File: config.mk
export PLATFORM = sky130hd
export DESIGN_NAME = cabac_intra_luma_nbr
export DESIGN_NICKNAME = d
export VERILOG_FILES = /design/src/rtl/cabac_intra_luma_nbr.sv
export SDC_FILE = /design/constraint.sdc
export NUM_CORES = 1
export LEC_CHECK = 0
export ABC_CLOCK_PERIOD_IN_PS = 8050
export BUFFER_PORTS_ARGS = -buffer_cell sky130_fd_sc_hd__buf_2
export CAP_MARGIN = 20
export CORE_MARGIN = 5
export CORE_UTILIZATION = 26
export DETAILED_ROUTE_END_ITERATION = 12
export GPL_TIMING_DRIVEN = 0
export SLEW_MARGIN = 20
export SYNTH_ARGS = -nofsm -noshare
export SYNTH_HDL_FRONTEND = slang
export SYNTH_SLANG_ARGS = --single-unit
File: constraint.sdc
create_clock -name clk -period 8.05 [get_ports clk]
set_input_delay 1.2075 -clock clk [delete_from_list [all_inputs] [get_ports clk]]
set_output_delay 1.2075 -clock clk [all_outputs]
set_load 0.01 [all_outputs]
File: src/rtl/cabac_intra_luma_nbr.sv
// cabac_intra_luma_nbr: splits CUs into luma PUs and emits current/left/top modes from per-LCU neighbour memories
module cabac_intra_luma_nbr (
  input  logic        clk,
  input  logic        rst,
  input  logic        lcu_start_i,
  input  logic        lcu_left_avail_i,
  input  logic        cu_valid_i,
  output logic        cu_ready_o,
  input  logic [3:0]  cu_x_i,
  input  logic [3:0]  cu_y_i,
  input  logic [1:0]  cu_size_i,
  input  logic        cu_intra_i,
  input  logic        cu_nxn_i,
  input  logic [23:0] cu_mode_i,
  output logic        se_valid_o,
  input  logic        se_ready_i,
  output logic [5:0]  cur_mode_o,
  output logic [5:0]  left_mode_o,
  output logic [5:0]  top_mode_o,
  output logic [1:0]  pu_idx_o,
  output logic        pu_last_o
);
  typedef enum logic [1:0] {IDLE, LOAD, WAIT, INTER} state_t;
  state_t      st;
  logic [1:0]  k;
  logic [3:0]  x, y;
  logic [1:0]  sz;
  logic        nxn;
  logic [23:0] modes;
  logic [5:0]  left_arr [16];
  logic [5:0]  top_arr [16];
  logic [5:0]  mk;
  logic [4:0]  px, py, w;
  assign cu_ready_o = (st == IDLE) && !lcu_start_i;
  // current PU mode and footprint; an inter CU is latched with nxn=0 so this is the whole CU
  always_comb begin
    mk = k == 2'd0 ? modes[5:0] : k == 2'd1 ? modes[11:6] : k == 2'd2 ? modes[17:12] : modes[23:18];
    px = {1'b0, x} + {4'b0, nxn & k[0]};
    py = {1'b0, y} + {4'b0, nxn & k[1]};
    w  = nxn ? 5'd1 : 5'd2 << sz;
  end
  // control FSM with registered PU record and neighbour-memory updates
  always_ff @(posedge clk or posedge rst) begin
    if (rst) begin
      st          <= IDLE;
      se_valid_o  <= 1'b0;
      cur_mode_o  <= '0;
      left_mode_o <= '0;
      top_mode_o  <= '0;
      pu_idx_o    <= '0;
      pu_last_o   <= 1'b0;
      k           <= '0;
      x           <= '0;
      y           <= '0;
      sz          <= '0;
      nxn         <= 1'b0;
      modes       <= '0;
      for (int i = 0; i < 16; i++) begin
        left_arr[i] <= 6'd1;
        top_arr[i]  <= 6'd1;
      end
    end else begin
      case (st)
        IDLE: begin
          if (lcu_start_i) begin
            if (!lcu_left_avail_i)
              for (int i = 0; i < 16; i++) left_arr[i] <= 6'd1;
          end else if (cu_valid_i) begin
            x     <= cu_x_i;
            y     <= cu_y_i;
            sz    <= cu_size_i;
            nxn   <= cu_nxn_i & cu_intra_i;
            modes <= cu_mode_i;
            k     <= '0;
            st    <= cu_intra_i ? LOAD : INTER;
          end
        end
        LOAD: begin
          cur_mode_o  <= mk;
          left_mode_o <= left_arr[py[3:0]];
          top_mode_o  <= py == 5'd0 ? 6'd1 : top_arr[px[3:0]];
          pu_idx_o    <= k;
          pu_last_o   <= !nxn || k == 2'd3;
          se_valid_o  <= 1'b1;
          st          <= WAIT;
        end
        WAIT: begin
          if (se_ready_i) begin
            for (int i = 0; i < 16; i++) begin
              if (5'(i) >= px && 5'(i) < px + w) top_arr[i] <= cur_mode_o;
              if (5'(i) >= py && 5'(i) < py + w) left_arr[i] <= cur_mode_o;
            end
            se_valid_o <= 1'b0;
            k          <= k + 2'd1;
            st         <= pu_last_o ? IDLE : LOAD;
          end
        end
        default: begin
          for (int i = 0; i < 16; i++) begin
            if (5'(i) >= px && 5'(i) < px + w) top_arr[i] <= 6'd1;
            if (5'(i) >= py && 5'(i) < py + w) left_arr[i] <= 6'd1;
          end
          st <= IDLE;
        end
      endcase
    end
  end
endmodule

==> flow_summary.yaml <==
routing:
  drt-total-wl_um: 34300
  post_drt_wl_per_cell_um: 19.3
  drt_iter0_markers: 805
  viasPerCell: 4.97
  detail-route-antenna-nets: 0
  drt-pass1-iter-count: 4
  drc_errors: 0
  num_vias: 8820
timing:
  clock_skew_ns: 0.00867
  period_share_pct: 67.6
  max_slew_margin_pct: 34.5
  fmax_mhz: 184
  hold_viol: 0
  setup_viol_count_final: 0
  worst_slack_ns: 2.61
  rsz0062_at_grt: "false"
  setup_tns_ns: 0
  finalCriticalPeriod_ns: 5.44
  slew_viol_final: 0
  worst_pin_slew_ns: 0.979
cts:
  cts-resized-gates: 0
  insertion_delay_ns: 0.55
  tritoncts: "yes"
  post_cts_buffers: 0
  cts_inserted_buffers: 28
  clockRootBuffer: "clkbuf_16"
  cts-hold-fix-buffers: 0
  clock_sinks: 253
  clock_path_buffers: 3
  cts.htree.levels: 1
  cts.reportedPaths.clkPinSlew_ns: 0.06
die:
  die_area_um2: 52400
  start_util_pct: 26.2
  coreArea_um2: 47500
  die_w_um: 229
  num_rows: 80
  dieHeight_um: 229
  io_pins: 65
worst_setup_path:
  r2r-end: "left_arr[9]"
  path_class: "register to register"
  crit_arrival_ns: 5.90
  worstRegToRegCells: 16
  crit_start: "nxn"
  start_kind: "register"
  crit_path_max_fanout: 10
  cp-end-kind: "register"
  r2r_slack_ns: 2.61
  endpoint: "left_arr[9]"
  rr_startpoint: "nxn"
  worstPathRequired_ns: 8.51
synth:
  synth-edff-count: 0
  syn_avg_cell_area_um2: 12.0
  netlist_instances: 1036
  synth_top_flop_cell: "dfrtp_1"
  synth.distinct_cells: 70
  synthesis.area_um2: 12500
  ys_seq_elements: 253
  async_reset_ff_share_pct: 100
  yosys.area.top_type: "dfrtp_1"
  seq_area_frac_synth_pct: 51.1
  ys_top_cells_by_area: "dfrtp_1 44%, mux2_2 11%, mux4_2 9.2%, dfstp_2 6.7%, nand2_1 3.7%"
  syn_nets: 1095
  ys.warnings.count: 0
  synth_top_cell_area_share_pct: 44.4
placed_design:
  hpwl_um: 25200
  gp_congestion: 0.851
  port_buffers: 64
  place_ws_ns: 2.66
final_layout:
  area_delta_synth_final_pct: 17.4
  nets: 1197
  drive_gt1_share_pct: 31.0
  fillers: 4779
global_route:
  grt_max_degree: 36
  antenna_found_initial: 2
  grt_pass1_wl_um: 54800
  grt_pass1_vias: 9298
  grt-ovfl-total: 0
  grtUsageTotal_pct: 13.1
power_and_ir_drop:
  leakage_nw: 6.33
  power_density_nw_per_um2: 471
  p_total_mw: 6.90
  irDropWorstVdd_mv: 0.268
hold_path:
  worstHoldPathType: "register to register"
flow_run:
  maxCapViolations: 0
run_status:
  outcome: "complete, no violations"
==> logic make-up (layout without fill, tap and decap cells) <==
kind of cell | Yosys count | after routing | share of synthesized area (%)
AO/OA/AOI/OAI | 232 | 232 | 13.4
XOR/XNOR | 15 | 15 | 1.21
adder cells (fa/ha/maj) | 17 | 17 | 1.83
buffers and inverters | 85 | 208 | 2.63
flip-flops | 253 | 253 | 51.1
multiplexers | 178 | 178 | 20.6
other | 0 | 1 | 0
AND/OR/NAND/NOR | 256 | 256 | 9.14
==> cells in the final DEF (no fill, tap or decap), types with 40 or more instances in the layout <==
master / instances
nand2_1: 123
mux2_2: 120
buf_2: 65
a22o_1: 40
a21oi_1: 40
clkbuf_1: 52
nor2_1: 57
dfrtp_1: 221
mux4_2: 51
o21ai_0: 77
==> cells in the mapped netlist, drive strengths merged (2+ instances only) <==
| library cell | number |
|---|---|
| nor2 | 58 |
| dfrtp | 221 |
| nand2 | 123 |
| nand4 | 2 |
| o31ai | 3 |
| a31o | 2 |
| or2 | 5 |
| o2bb2ai | 10 |
| nand3 | 32 |
| o21a | 7 |
| nor3b | 3 |
| dfstp | 32 |
| o21ai | 84 |
| or3 | 4 |
| nand2b | 6 |
| nor2b | 7 |
| ha | 15 |
| mux4 | 51 |
| a21oi | 41 |
| clkbuf | 42 |
| buf | 11 |
| and2 | 7 |
| a2bb2oi | 3 |
| a21o | 7 |
| xnor2 | 10 |
| o311a | 2 |
| inv | 32 |
| fa | 2 |
| a2111oi | 2 |
| and3 | 2 |
| nor3 | 5 |
| xor2 | 5 |
| mux2i | 7 |
| o211ai | 3 |
| o311ai | 2 |
| a211oi | 6 |
| a221oi | 2 |
| o221a | 3 |
| a22o | 40 |
| a22oi | 6 |
| mux2 | 120 |
==> per-layer routing <==
layer | wire [um] | share of wire [%] | vias up | global-route usage [%]
met3 | 1820 | 5.3 | 67 | 2.46
met1 | 15100 | 44 | 4519 | 17.6
met5 | 0 | 0 | - | 0
met4 | 1110 | 3.2 | 0 | 4.44
li1 | - | - | 3983 | -
met2 | 16300 | 47 | 251 | 21.3
==> worst min-delay path by stage <==
stage / from / to / slack, ns / depth (start not counted)
after floorplan: left_arr[78] / left_arr[78] / 0.44 / 2
after global placement: left_arr[84] / left_arr[84] / 0.45 / 2
after detailed placement: left_arr[6] / left_arr[6] / 0.46 / 2
after CTS: left_arr[6] / left_arr[6] / 0.46 / 2
after global routing: left_arr[78] / left_arr[78] / 0.48 / 2
final: left_arr[6] / left_arr[6] / 0.46 / 2
==> critical path, stage by stage, from the launching register on <==
cell and delay (ns):
dfrtp_1 0.48, inv_1 0.16, nor2_1 0.08, ha_1 0.22, ha_1 0.26, xnor2_1 0.74
inv_1 0.29, clkbuf_1 0.34, ha_1 0.45, nor2b_1 0.20, or3_4 0.35, a211o_2 0.38
a21oi_4 0.23, o31ai_1 0.14, o221ai_2 0.52, a21o_1 0.36, o2bb2ai_1 0.15
==> flip-flops by register name, summed over array words and instances, names as in the netlist <==
name / count
cur_mode_o: 6
k: 2
left_arr: 96
left_mode_o: 6
modes: 24
nxn: 1
pu_idx_o: 2
pu_last_o: 1
se_valid_o: 1
st: 2
sz: 2
top_arr: 96
top_mode_o: 6
x: 4
y: 4
==> report_power, final <==
group	leakage [nW]	internal, mW	total, mW	switching (mW)
Sequential	3.28	1.81	2.10	0.295
Clock	0.449	0.755	1.26	0.506
Combinational	2.60	1.38	3.53	2.16
Total	6.32	3.94	6.90	2.96
==> cell type report <==
class	count	area (um2)	share of cell area (%)
Multi-Input combinational cell	698	5760	39.4
Tap cell	615	769	5.26
Inverter	32	124	0.847
Buffer	53	208	1.42
Clock inverter	5	50.0	0.342
Sequential cell	253	6370	43.5
Clock buffer	46	860	5.87
Timing Repair Buffer	72	488	3.34
Antenna cell	1	2.50	0.0171
==> metrics by stage <==
| stage | hold slack (ns) | utilization (%) | cell area, um2 | std cells |
|---|---|---|---|---|
| global route | 0.481 | 30.8 | 14600 | 1775 |
| detailed placement | 0.455 | 28.9 | 13700 | 1723 |
| CTS | 0.464 | 30.8 | 14600 | 1774 |
| floorplan | 0.437 | - | 12500 | 1036 |
| global placement | 0.449 | 28.5 | 13600 | 1715 |
| finish | 0.461 | 30.8 | 14600 | 1775 |
(Power assumes the default switching activity.)
